--- src/rtl/sgmii_pkg.sv ---
// Shared constants and types for the SGMII receive to GMII path.
package sgmii_pkg;

  // 8b/10b control codes as seen on the decoded symbol stream
  localparam logic [7:0] K_SOP   = 8'hFB;  // /S/ start of packet
  localparam logic [7:0] K_EOP   = 8'hFD;  // /T/ end of packet
  localparam logic [7:0] K_ERR   = 8'hFE;  // /E/ error propagation
  localparam logic [7:0] K_COMMA = 8'hBC;  // /K28.5/ idle comma
  localparam logic [7:0] K_EXT   = 8'hF7;  // /R/ carrier extend

  localparam logic [1:0] RATE_10   = 2'b00;
  localparam logic [1:0] RATE_100  = 2'b01;
  localparam logic [1:0] RATE_1000 = 2'b10;

  localparam logic [7:0] GMII_PREAMBLE = 8'h55;
  localparam logic [7:0] GMII_ERR_OCT  = 8'hFE;

  localparam int FACTOR_W = 7;

  typedef enum logic [1:0] {
    ST_IDLE  = 2'd0,
    ST_FRAME = 2'd1,
    ST_DROP  = 2'd2
  } rx_state_t;

  // Symbol replication factor for a link speed; the reserved code runs at 1000
  function automatic logic [FACTOR_W-1:0] rate_factor(input logic [1:0] rate);
    case (rate)
      RATE_100: return FACTOR_W'(10);
      RATE_10:  return FACTOR_W'(100);
      default:  return FACTOR_W'(1);
    endcase
  endfunction

endpackage

--- src/rtl/sgmii_rate_div.sv ---
// Symbol decimator: passes one accepted symbol out of every 'factor'.
module sgmii_rate_div
  import sgmii_pkg::*;
(
  input  logic                clk,
  input  logic                rst_n,
  input  logic                adv,
  input  logic                align,
  input  logic [FACTOR_W-1:0] factor,
  output logic                take
);

  logic [FACTOR_W-1:0] cnt;
  logic [FACTOR_W-1:0] cnt_base;
  logic [FACTOR_W-1:0] cnt_inc;

  // align treats the current symbol as slot 0 so decimation locks to the frame start
  assign cnt_base = align ? '0 : cnt;
  assign cnt_inc  = cnt_base + FACTOR_W'(1);
  assign take     = adv && (cnt_base == '0);

  // Slot counter advances only on accepted symbols and wraps at factor-1
  always_ff @(posedge clk or negedge rst_n) begin
    if (!rst_n) begin
      cnt <= '0;
    end else if (adv) begin
      cnt <= (cnt_inc >= factor) ? '0 : cnt_inc;
    end
  end

endmodule

--- src/rtl/sgmii_rx_gmii.sv ---
// Converts the decoded SGMII symbol stream into registered GMII receive beats.
//
// state | meaning
// IDLE  | between frames, waiting for /S/
// FRAME | forwarding frame octets until /T/
// DROP  | frame aborted, silent until /K28.5/
module sgmii_rx_gmii
  import sgmii_pkg::*;
#(
  parameter int CNT_W = 16
) (
  input  logic             clk,
  input  logic             rst_n,
  input  logic [8:0]       sym_in,
  input  logic             empty,
  output logic             pop,
  input  logic [1:0]       rate,
  output logic             gmii_rx_stb,
  output logic [7:0]       gmii_rxd,
  output logic             gmii_rx_dv,
  output logic             gmii_rx_er,
  output logic [CNT_W-1:0] frame_cnt,
  output logic [CNT_W-1:0] err_cnt
);

  rx_state_t           state;
  logic                err_flag;
  logic                is_k;
  logic [7:0]          oct;
  logic                adv;
  logic                align;
  logic                take;
  logic [FACTOR_W-1:0] factor_q;
  logic [FACTOR_W-1:0] factor_eff;

  assign pop  = !empty;
  assign adv  = !empty;
  assign is_k = sym_in[8];
  assign oct  = sym_in[7:0];

  assign align      = adv && (state == ST_IDLE) && is_k && (oct == K_SOP);
  assign factor_eff = (state == ST_IDLE) ? rate_factor(rate) : factor_q;

  // Rate is tracked while idle and frozen for the duration of a frame
  always_ff @(posedge clk or negedge rst_n) begin
    if (!rst_n) begin
      factor_q <= FACTOR_W'(1);
    end else begin
      factor_q <= factor_eff;
    end
  end

  sgmii_rate_div u_rate_div (
    .clk    (clk),
    .rst_n  (rst_n),
    .adv    (adv),
    .align  (align),
    .factor (factor_eff),
    .take   (take)
  );

  // Frame state machine with registered GMII outputs and saturating statistics
  always_ff @(posedge clk or negedge rst_n) begin
    if (!rst_n) begin
      state       <= ST_IDLE;
      err_flag    <= 1'b0;
      gmii_rx_stb <= 1'b0;
      gmii_rxd    <= 8'h00;
      gmii_rx_dv  <= 1'b0;
      gmii_rx_er  <= 1'b0;
      frame_cnt   <= '0;
      err_cnt     <= '0;
    end else begin
      gmii_rx_stb <= 1'b0;
      if (take) begin
        case (state)
          ST_IDLE: begin
            if (is_k && oct == K_SOP) begin
              gmii_rx_stb <= 1'b1;
              gmii_rxd    <= GMII_PREAMBLE;
              gmii_rx_dv  <= 1'b1;
              gmii_rx_er  <= 1'b0;
              err_flag    <= 1'b0;
              state       <= ST_FRAME;
            end
          end
          ST_FRAME: begin
            gmii_rx_stb <= 1'b1;
            if (!is_k) begin
              gmii_rxd   <= oct;
              gmii_rx_dv <= 1'b1;
              gmii_rx_er <= 1'b0;
            end else if (oct == K_EOP) begin
              gmii_rxd   <= 8'h00;
              gmii_rx_dv <= 1'b0;
              gmii_rx_er <= 1'b0;
              state      <= ST_IDLE;
              if (frame_cnt != '1) frame_cnt <= frame_cnt + CNT_W'(1);
              if (err_flag && err_cnt != '1) err_cnt <= err_cnt + CNT_W'(1);
            end else if (oct == K_ERR) begin
              gmii_rxd   <= GMII_ERR_OCT;
              gmii_rx_dv <= 1'b1;
              gmii_rx_er <= 1'b1;
              err_flag   <= 1'b1;
            end else begin
              // /S/ or any unexpected K inside a frame aborts it; counted once here
              gmii_rxd   <= GMII_ERR_OCT;
              gmii_rx_dv <= 1'b1;
              gmii_rx_er <= 1'b1;
              state      <= ST_DROP;
              if (err_cnt != '1) err_cnt <= err_cnt + CNT_W'(1);
            end
          end
          ST_DROP: begin
            if (is_k && oct == K_COMMA) begin
              gmii_rx_stb <= 1'b1;
              gmii_rxd    <= 8'h00;
              gmii_rx_dv  <= 1'b0;
              gmii_rx_er  <= 1'b0;
              state       <= ST_IDLE;
            end
          end
          default: state <= ST_IDLE;
        endcase
      end
    end
  end

endmodule
--- config.mk ---
export PLATFORM = sky130hd
export DESIGN_NAME = sgmii_rx_gmii
export DESIGN_NICKNAME = d
export VERILOG_FILES = /design/src/rtl/sgmii_pkg.sv /design/src/rtl/sgmii_rate_div.sv /design/src/rtl/sgmii_rx_gmii.sv
export SDC_FILE = /design/constraint.sdc
export NUM_CORES = 1
export LEC_CHECK = 0
export CAP_MARGIN = 0
export CORE_MARGIN = 8
export CORE_UTILIZATION = 30
export CTS_BUF_LIST = sky130_fd_sc_hd__clkbuf_8
export DETAILED_ROUTE_END_ITERATION = 12
export PLACE_DENSITY = 0.48
export RECOVER_POWER = 100
export SLEW_MARGIN = 30
export SYNTH_ARGS = -nofsm -noshare
export SYNTH_HDL_FRONTEND = slang
export SYNTH_SLANG_ARGS = --single-unit
--- constraint.sdc ---
create_clock -name clk -period 6.95 [get_ports clk]
set_input_delay 1.0425 -clock clk [delete_from_list [all_inputs] [get_ports clk]]
set_output_delay 1.0425 -clock clk [all_outputs]
set_load 0.05 [all_outputs]
==> summary.txt, run 1 <==
Critical path
  – Max FO, Critical Path: 13
  – Crit Path Category: in -> reg
  – CP endpoint kind: register
  – CP Launch Type: input pin
  – Data required time of the worst path: 7.17 ns
  – CP arrival: 5.40 ns

Power and ir drop
  – Power per cell area: 246 nW/um2
  – Total leakage power: 1.95 nW
  – Peak supply drop: 0.114 mV

Clocking
  – CTS Buf Count: 9
  – CTS Hold Bufs: 0
  – H-tree levels: 3
  – Worst-Skew Late Latency: 0.34 ns
  – Clock buffer depth: 2
  – Post-CTS setup buffer count: 0
  – CTS tree: built
  – Post-cts resize count: 0
  – Worst-path clk slew: 0.07 ns
  – Clk sink count: 60
  – CTS Root Cell: clkbuf_8

Logic synthesis
  – Sequential area share after synthesis: 45.0%
  – Post-synth EDFFs: 0
  – Synth Flop Type: dfrtp_1
  – Synth Instances: 350
  – Yosys cell types: 49
  – Number of synthesized register bits: 60
  – Post-Syn Area: 3340 um2
  – Syn avg cell area: 9.54 um2
  – Syn. warnings: 0
  – Synth area leader: dfrtp_1
  – Post-synth top area share: 44.2%
  – Area contributors post-synth: dfrtp_1 (44%), xnor2_1 (6.0%), ha_1 (6.0%)
  – Post-synthesis async set-or-reset flop share: 100%
  – Synthesized Nets: 380

Global route
  – All-Layer GR Usage: 11.6%
  – Vias in the first global route: 2,730
  – Largest net degree at the start of global routing: 61
  – Gr ovfl total: 0
  – First-pass GRT wire length: 13,700 um
  – Initial antenna violation count: 0

Finish
  – Share of cells above drive strength 1: 6.99%
  – Antenna Cells: 0
  – Nets: 440
  – Core Util, Final: 39.1%
  – Fill cells: 1,106
  – Synthesis-to-finish area growth: 26.8%

Job
  – Maximum capacitance violations: 1

Routing
  – Routed vias/inst: 4.93
  – Drt wl/cell: 14.5 um
  – Initial drt markers: 164
  – Routed wire length: 8040 um
  – DR pass1 iterations: 4
  – ANT nets after route: 0
  – Via count: 2,737
  – # DRC: 0

Place
  – RePlAce Congestion: 0.788
  – Detailed Place HPWL: 5850 um
  – Port Buffers: 57

Floorplan
  – Die footprint: 14,800 um2
  – Initial core utilization: 30.8%
  – Core ar.: 10,800 um2
  – Vert. Die Dim: 122 um
  – Die W: 122 um
  – IO Pins: 58
  – Core Rows: 38

Timing
  – Part of the cycle the worst path needs: 74.6%
  – RSZ-0062 raised after global routing: no
  – Final Critical Period: 5.18 ns
  – Slew headroom: -119%
  – Setup TNS: 0 ns
  – Skew final: 0.0117 ns
  – Final Slew Violations: 61
  – Hold Vio Cnt, Final: 0
  – Pin slew with the least headroom to its limit: 3.29 ns
  – Setup-failing EPs final: 0
  – Fmax: 193 MHz

Min path
  – Tightest Hold Check Type: reg -> reg

Run status
  – Failing checks: capacitance limit, slew limit
  – Status: finished, violations left
critical path: stages:
cell and delay [ns]:
dlygate4sd3_1 0.75, nand4_1 0.21, nor4_1 0.76, nand2_1 0.38, and2_0 0.31, inv_1 0.08
ha_1 0.15, nand2b_1 0.11, a2111oi_0 0.91, buf_4 0.34, mux2_2 0.35
metrics by stage:
step	setup slack [ns]	power (W)	instances	cell area (um2)	hold slack, ns
6_report	1.77	0.00104	555	4230	0.473
5_1_grt	1.18	0.00112	555	4230	0.503
4_1_cts	2.26	0.00107	553	4260	0.476
3_5_place_dp	1.91	0.000710	537	4040	0.458
3_3_place_gp	2.08	0.000706	537	4040	0.455
2_1_floorplan	2.97	0.000634	350	3340	0.437
registers in the layout, summed over array words and instances, names as in the netlist:
signal          cells
u_rate_div.cnt      7
gmii_rx_er          1
frame_cnt          16
state               2
gmii_rx_stb         1
gmii_rx_dv          1
err_cnt            16
factor_q            7
gmii_rxd            8
err_flag            1
cells by family after synthesis:
family	count (synthesis)	synth area share, %
compound gates	59	12.2
xor+xnor	34	8.92
fa+ha+maj	16	5.99
buf+inv	32	3.93
flops	60	45.0
mux	5	1.65
simple gates	144	22.3
final cells by class:
| type | count | area (um2) | area share [%] |
|---|---|---|---|
| multi-input combinational | 258 | 1680 | 39.7 |
| inverter | 20 | 75.1 | 1.77 |
| clock buffer | 9 | 124 | 2.93 |
| tap | 140 | 175 | 4.14 |
| sequential | 60 | 1500 | 35.5 |
| clock inverter | 7 | 92.6 | 2.19 |
| timing repair buffer | 61 | 584 | 13.8 |
cell usage in the layout, fill, tap and decap left out, types with 3 or more instances in the layout:
cell type	n
nor3_1	14
inv_1	21
nand2_1	38
xor2_1	11
mux2_2	3
or3_1	3
a31oi_1	7
clkdlybuf4s50_1	11
nand2b_1	5
o211ai_1	3
or2_2	4
ha_1	16
nand3_1	18
o21ai_0	13
clkbuf_1	3
clkbuf_8	9
nor4_1	7
dfrtp_1	59
nand4_1	14
dlygate4sd3_1	45
nor2_1	22
a21oi_1	12
o31ai_1	6
and3_1	6
xnor2_1	23
final timing paths:
kind,slack (ns),cells past startpoint,endpoint,start
setup / recovery,1.77,11,frame_cnt[1]$_DFFE_PN0P_,sym_in[8]
hold / removal,0.47,2,factor_q[4]$_DFF_PN0_,factor_q[4]$_DFF_PN0_
setup reg to reg,2.36,12,frame_cnt[1]$_DFFE_PN0P_,state[1]$_DFFE_PN0P_
hold reg to reg,0.47,2,factor_q[4]$_DFF_PN0_,factor_q[4]$_DFF_PN0_
max in group asynchronous,3.20,2,state[0]$_DFFE_PN0P_,rst_n
min in group asynchronous,1.90,2,factor_q[5]$_DFF_PN0_,rst_n
per-layer routing:
metal	part of all wire [%]	global-route usage (%)	routed length [um]
met2	49	19.0	3950
met5	0	0	0
met3	4.2	2.89	340
met1	45	14.0	3640
met4	1.4	5.24	116
synth_stat cells (all sizes together) (2+ instances only):
master and number:
nor2 22, nor3 14, xnor2 23, nor4 7, and2 3, a22o 2, nand2b 6, o21a 2
nand2 38, or4 3, or2 4, clkbuf 8, nand3 18, a31oi 7, or3 3, a211oi 2
o21ai 13, a32oi 2, inv 20, dfrtp 59, o31ai 6, nand4 14, a21oi 12, nor3b 2
buf 4, o2111ai 2, and3 6, a2111oi 2, o211ai 3, xor2 11, mux2 4, ha 16
power by group:
| group | switching, W | internal (W) |
|---|---|---|
| Sequential | 0.0000293 | 0.000383 |
| Combinational | 0.000163 | 0.000118 |
| Clock | 0.000150 | 0.000201 |
No activity file was read; power rests on OpenSTA's default activity.
==> run 2, diff against run 1 <==
clock period = 5.43 ns   (was 6.95 ns; I/O delays follow)
==> run 2 against run 1 <==
Net effect:
- the flow still finishes with violations (capacitance limit, slew limit)
- global-route usage fell by 0.18 points
- non-clock buffer count unchanged
- cell area fell by 0.89%
- via count down 0.69%
- largest power group unchanged
- highest routed layer unchanged
==> summary.txt, run 2 (synthesis results as in run 1) <==
Run status
  – Status: finished, violations left
  – Failing checks: capacitance limit, slew limit

Power and ir drop
  – Power per cell area: 299 nW/um2 (+22%)
  – Total leakage power: 1.93 nW (-1.2%)
  – Peak supply drop: 0.114 mV (+0.65%)
  – Total power draw: 0.00126 W (+20%)

Routing
  – Drt wl/cell: 14.3 um (-1.1%)
  – DR pass1 iterations: 4 (unchanged)
  – Routed vias/inst: 4.91 (-0.51%)
  – ANT nets after route: 0 (unchanged)
  – Initial drt markers: 116 (-29%)
  – # DRC: 0 (unchanged)
  – Via count: 2,718 (-0.69%)
  – Routed wire length: 7940 um (-1.3%)

Finish
  – Share of cells above drive strength 1: 7.00% (+0.017 points)
  – Largest registers: err_cnt: 16 flops, frame_cnt: 16 flops, gmii_rxd: 8 flops
  – Non-Filler Instances: 554 (-0.18%)
  – Core Util, Final: 38.7% (-0.35 points)
  – Fill cells: 1,126 (+1.8%)
  – Nets: 440 (unchanged)
  – Synthesis-to-finish area growth: 25.7%
  – Most common cell after layout, fill and taps aside: dfrtp_1
  – Commonest non-fill, non-tap cells in the layout: dfrtp_1 (59), dlygate4sd3_1 (45), nand2_1 (38), xnor2_1 (23), nor2_1 (22)
  – Antenna Cells: 0 (unchanged)

Global route
  – GR Util met1: 13.9% (-0.11 points)
  – Largest net degree at the start of global routing: 61 (unchanged)
  – M3 GR Usage: 2.28% (-0.60 points)
  – Gr ovfl total: 0 (unchanged)
  – Vias in the first global route: 2,710 (-0.73%)
  – Met2 Use GR: 18.7% (-0.31 points)
  – All-Layer GR Usage: 11.4% (-0.18 points)
  – Gr busiest metal: met2
  – Initial antenna violation count: 0 (unchanged)
  – First-pass GRT wire length: 13,500 um (-1.2%)

Place
  – RePlAce Congestion: 0.787 (-0.10%)
  – Detailed Place HPWL: 5800 um (-0.89%)
  – Port Buffers: 57 (unchanged)
  – Placed cell count: 538 (+0.19%)

Critical path
  – CP arrival: 4.80 ns (-0.60 ns)
  – CP Launch Type: input pin
  – Crit Path Category: in -> reg
  – CP endpoint kind: register
  – Flop2flop setup slack: 1.17 ns (-1.19 ns)
  – Max FO, Critical Path: 12 (-1)
  – Data required time of the worst path: 5.63 ns (-1.54 ns)

Floorplan
  – Die footprint: 14,800 um2 (unchanged)
  – Core Rows: 38 (unchanged)
  – Die W: 122 um (unchanged)
  – Vert. Die Dim: 122 um (unchanged)
  – IO Pins: 58 (unchanged)
  – Initial core utilization: 30.8% (unchanged)
  – Core ar.: 10,800 um2 (unchanged)

Timing
  – Final Critical Period: 4.60 ns
  – Setup-failing EPs final: 0 (unchanged)
  – Setup TNS: 0 ns (unchanged)
  – Part of the cycle the worst path needs: 84.7%
  – Slew headroom: -117% (+2.1 points)
  – Hold Vio Cnt, Final: 0 (unchanged)
  – RSZ-0062 raised after global routing: no
  – Fmax: 217 MHz
  – Final Slew Violations: 61 (unchanged)
  – Skew final: 0.0151 ns (+0.00340 ns)
  – Pin slew with the least headroom to its limit: 3.26 ns (-0.0313 ns)

Clocking
  – CTS Hold Bufs: 0 (unchanged)
  – CTS tree: built
  – Worst-Skew Late Latency: 0.34 ns (about the same)
  – H-tree levels: 3 (unchanged)
  – Post-cts resize count: 0 (unchanged)
  – Clk sink count: 60 (unchanged)
  – CTS Root Cell: clkbuf_8
  – Post-CTS setup buffer count: 0 (unchanged)
  – CTS Buf Count: 9 (unchanged)
  – Worst-path clk slew: 0.07 ns (about the same)
  – Clock buffer depth: 2 (unchanged)

Job
  – Maximum capacitance violations: 1 (unchanged)

Min path
  – Tightest Hold Check Type: reg -> reg
run 2: metrics by stage:
stage               hold slack, ns  worst slack, ns  cell area (um2)
global placement             0.455            0.788             4050
floorplan                    0.437             1.67             3340
detailed placement           0.457            0.590             4050
global route                 0.502            0.343             4200
CTS                          0.478            0.939             4220
finish                       0.470            0.828             4200
run 2: per-layer routing:
metal  share of wire, %  up-vias  routed length (um)
met4                1.8        0                 146
met2                 48       44                3840
met3                3.8       11                 301
met5                  0        -                   0
li1                   -     1375                   -
met1                 46     1288                3650
run 2: path summary, 6_finish.rpt:
check | startpoint | cells after the start | to
max in group asynchronous | rst_n | 2 | err_flag$_DFFE_PN0P_
min in group asynchronous | rst_n | 2 | factor_q[6]$_DFF_PN0_
min reg2reg | gmii_rxd[2]$_DFFE_PN0P_ | 2 | gmii_rxd[2]$_DFFE_PN0P_
min | gmii_rxd[2]$_DFFE_PN0P_ | 2 | gmii_rxd[2]$_DFFE_PN0P_
max reg2reg | state[1]$_DFFE_PN0P_ | 16 | u_rate_div.cnt[4]$_DFFE_PN0N_
max | sym_in[8] | 15 | u_rate_div.cnt[4]$_DFFE_PN0N_
run 2: cell type report:
type	instances	area [um2]	share of cell area, %
Multi-Input combinational cell	258	1690	40.2
Tap cell	140	175	4.17
Sequential cell	60	1500	35.8
Clock buffer	11	151	3.61
Timing Repair Buffer	61	581	13.8
Inverter	20	75.1	1.79
Clock inverter	4	25.0	0.596
run 2: critical path: stages:
cell and delay (ns):
dlygate4sd3_1 0.75, nand4_1 0.24, nor4_2 0.54, nand2_1 0.33, and2_0 0.30, ha_1 0.25
nand3_1 0.16, or2_2 0.17, xnor2_1 0.12, nor2_1 0.06, ha_1 0.30, o2111ai_1 0.10
o21a_1 0.31, a32oi_1 0.23, o21ai_0 0.13
run 2: where the power goes:
group,switching [W],total [W],leakage [nW],internal [W]
combinational,0.000209,0.000360,1.03,0.000151
clock,0.000183,0.000369,0.0872,0.000186
sequential,0.0000371,0.000527,0.807,0.000490
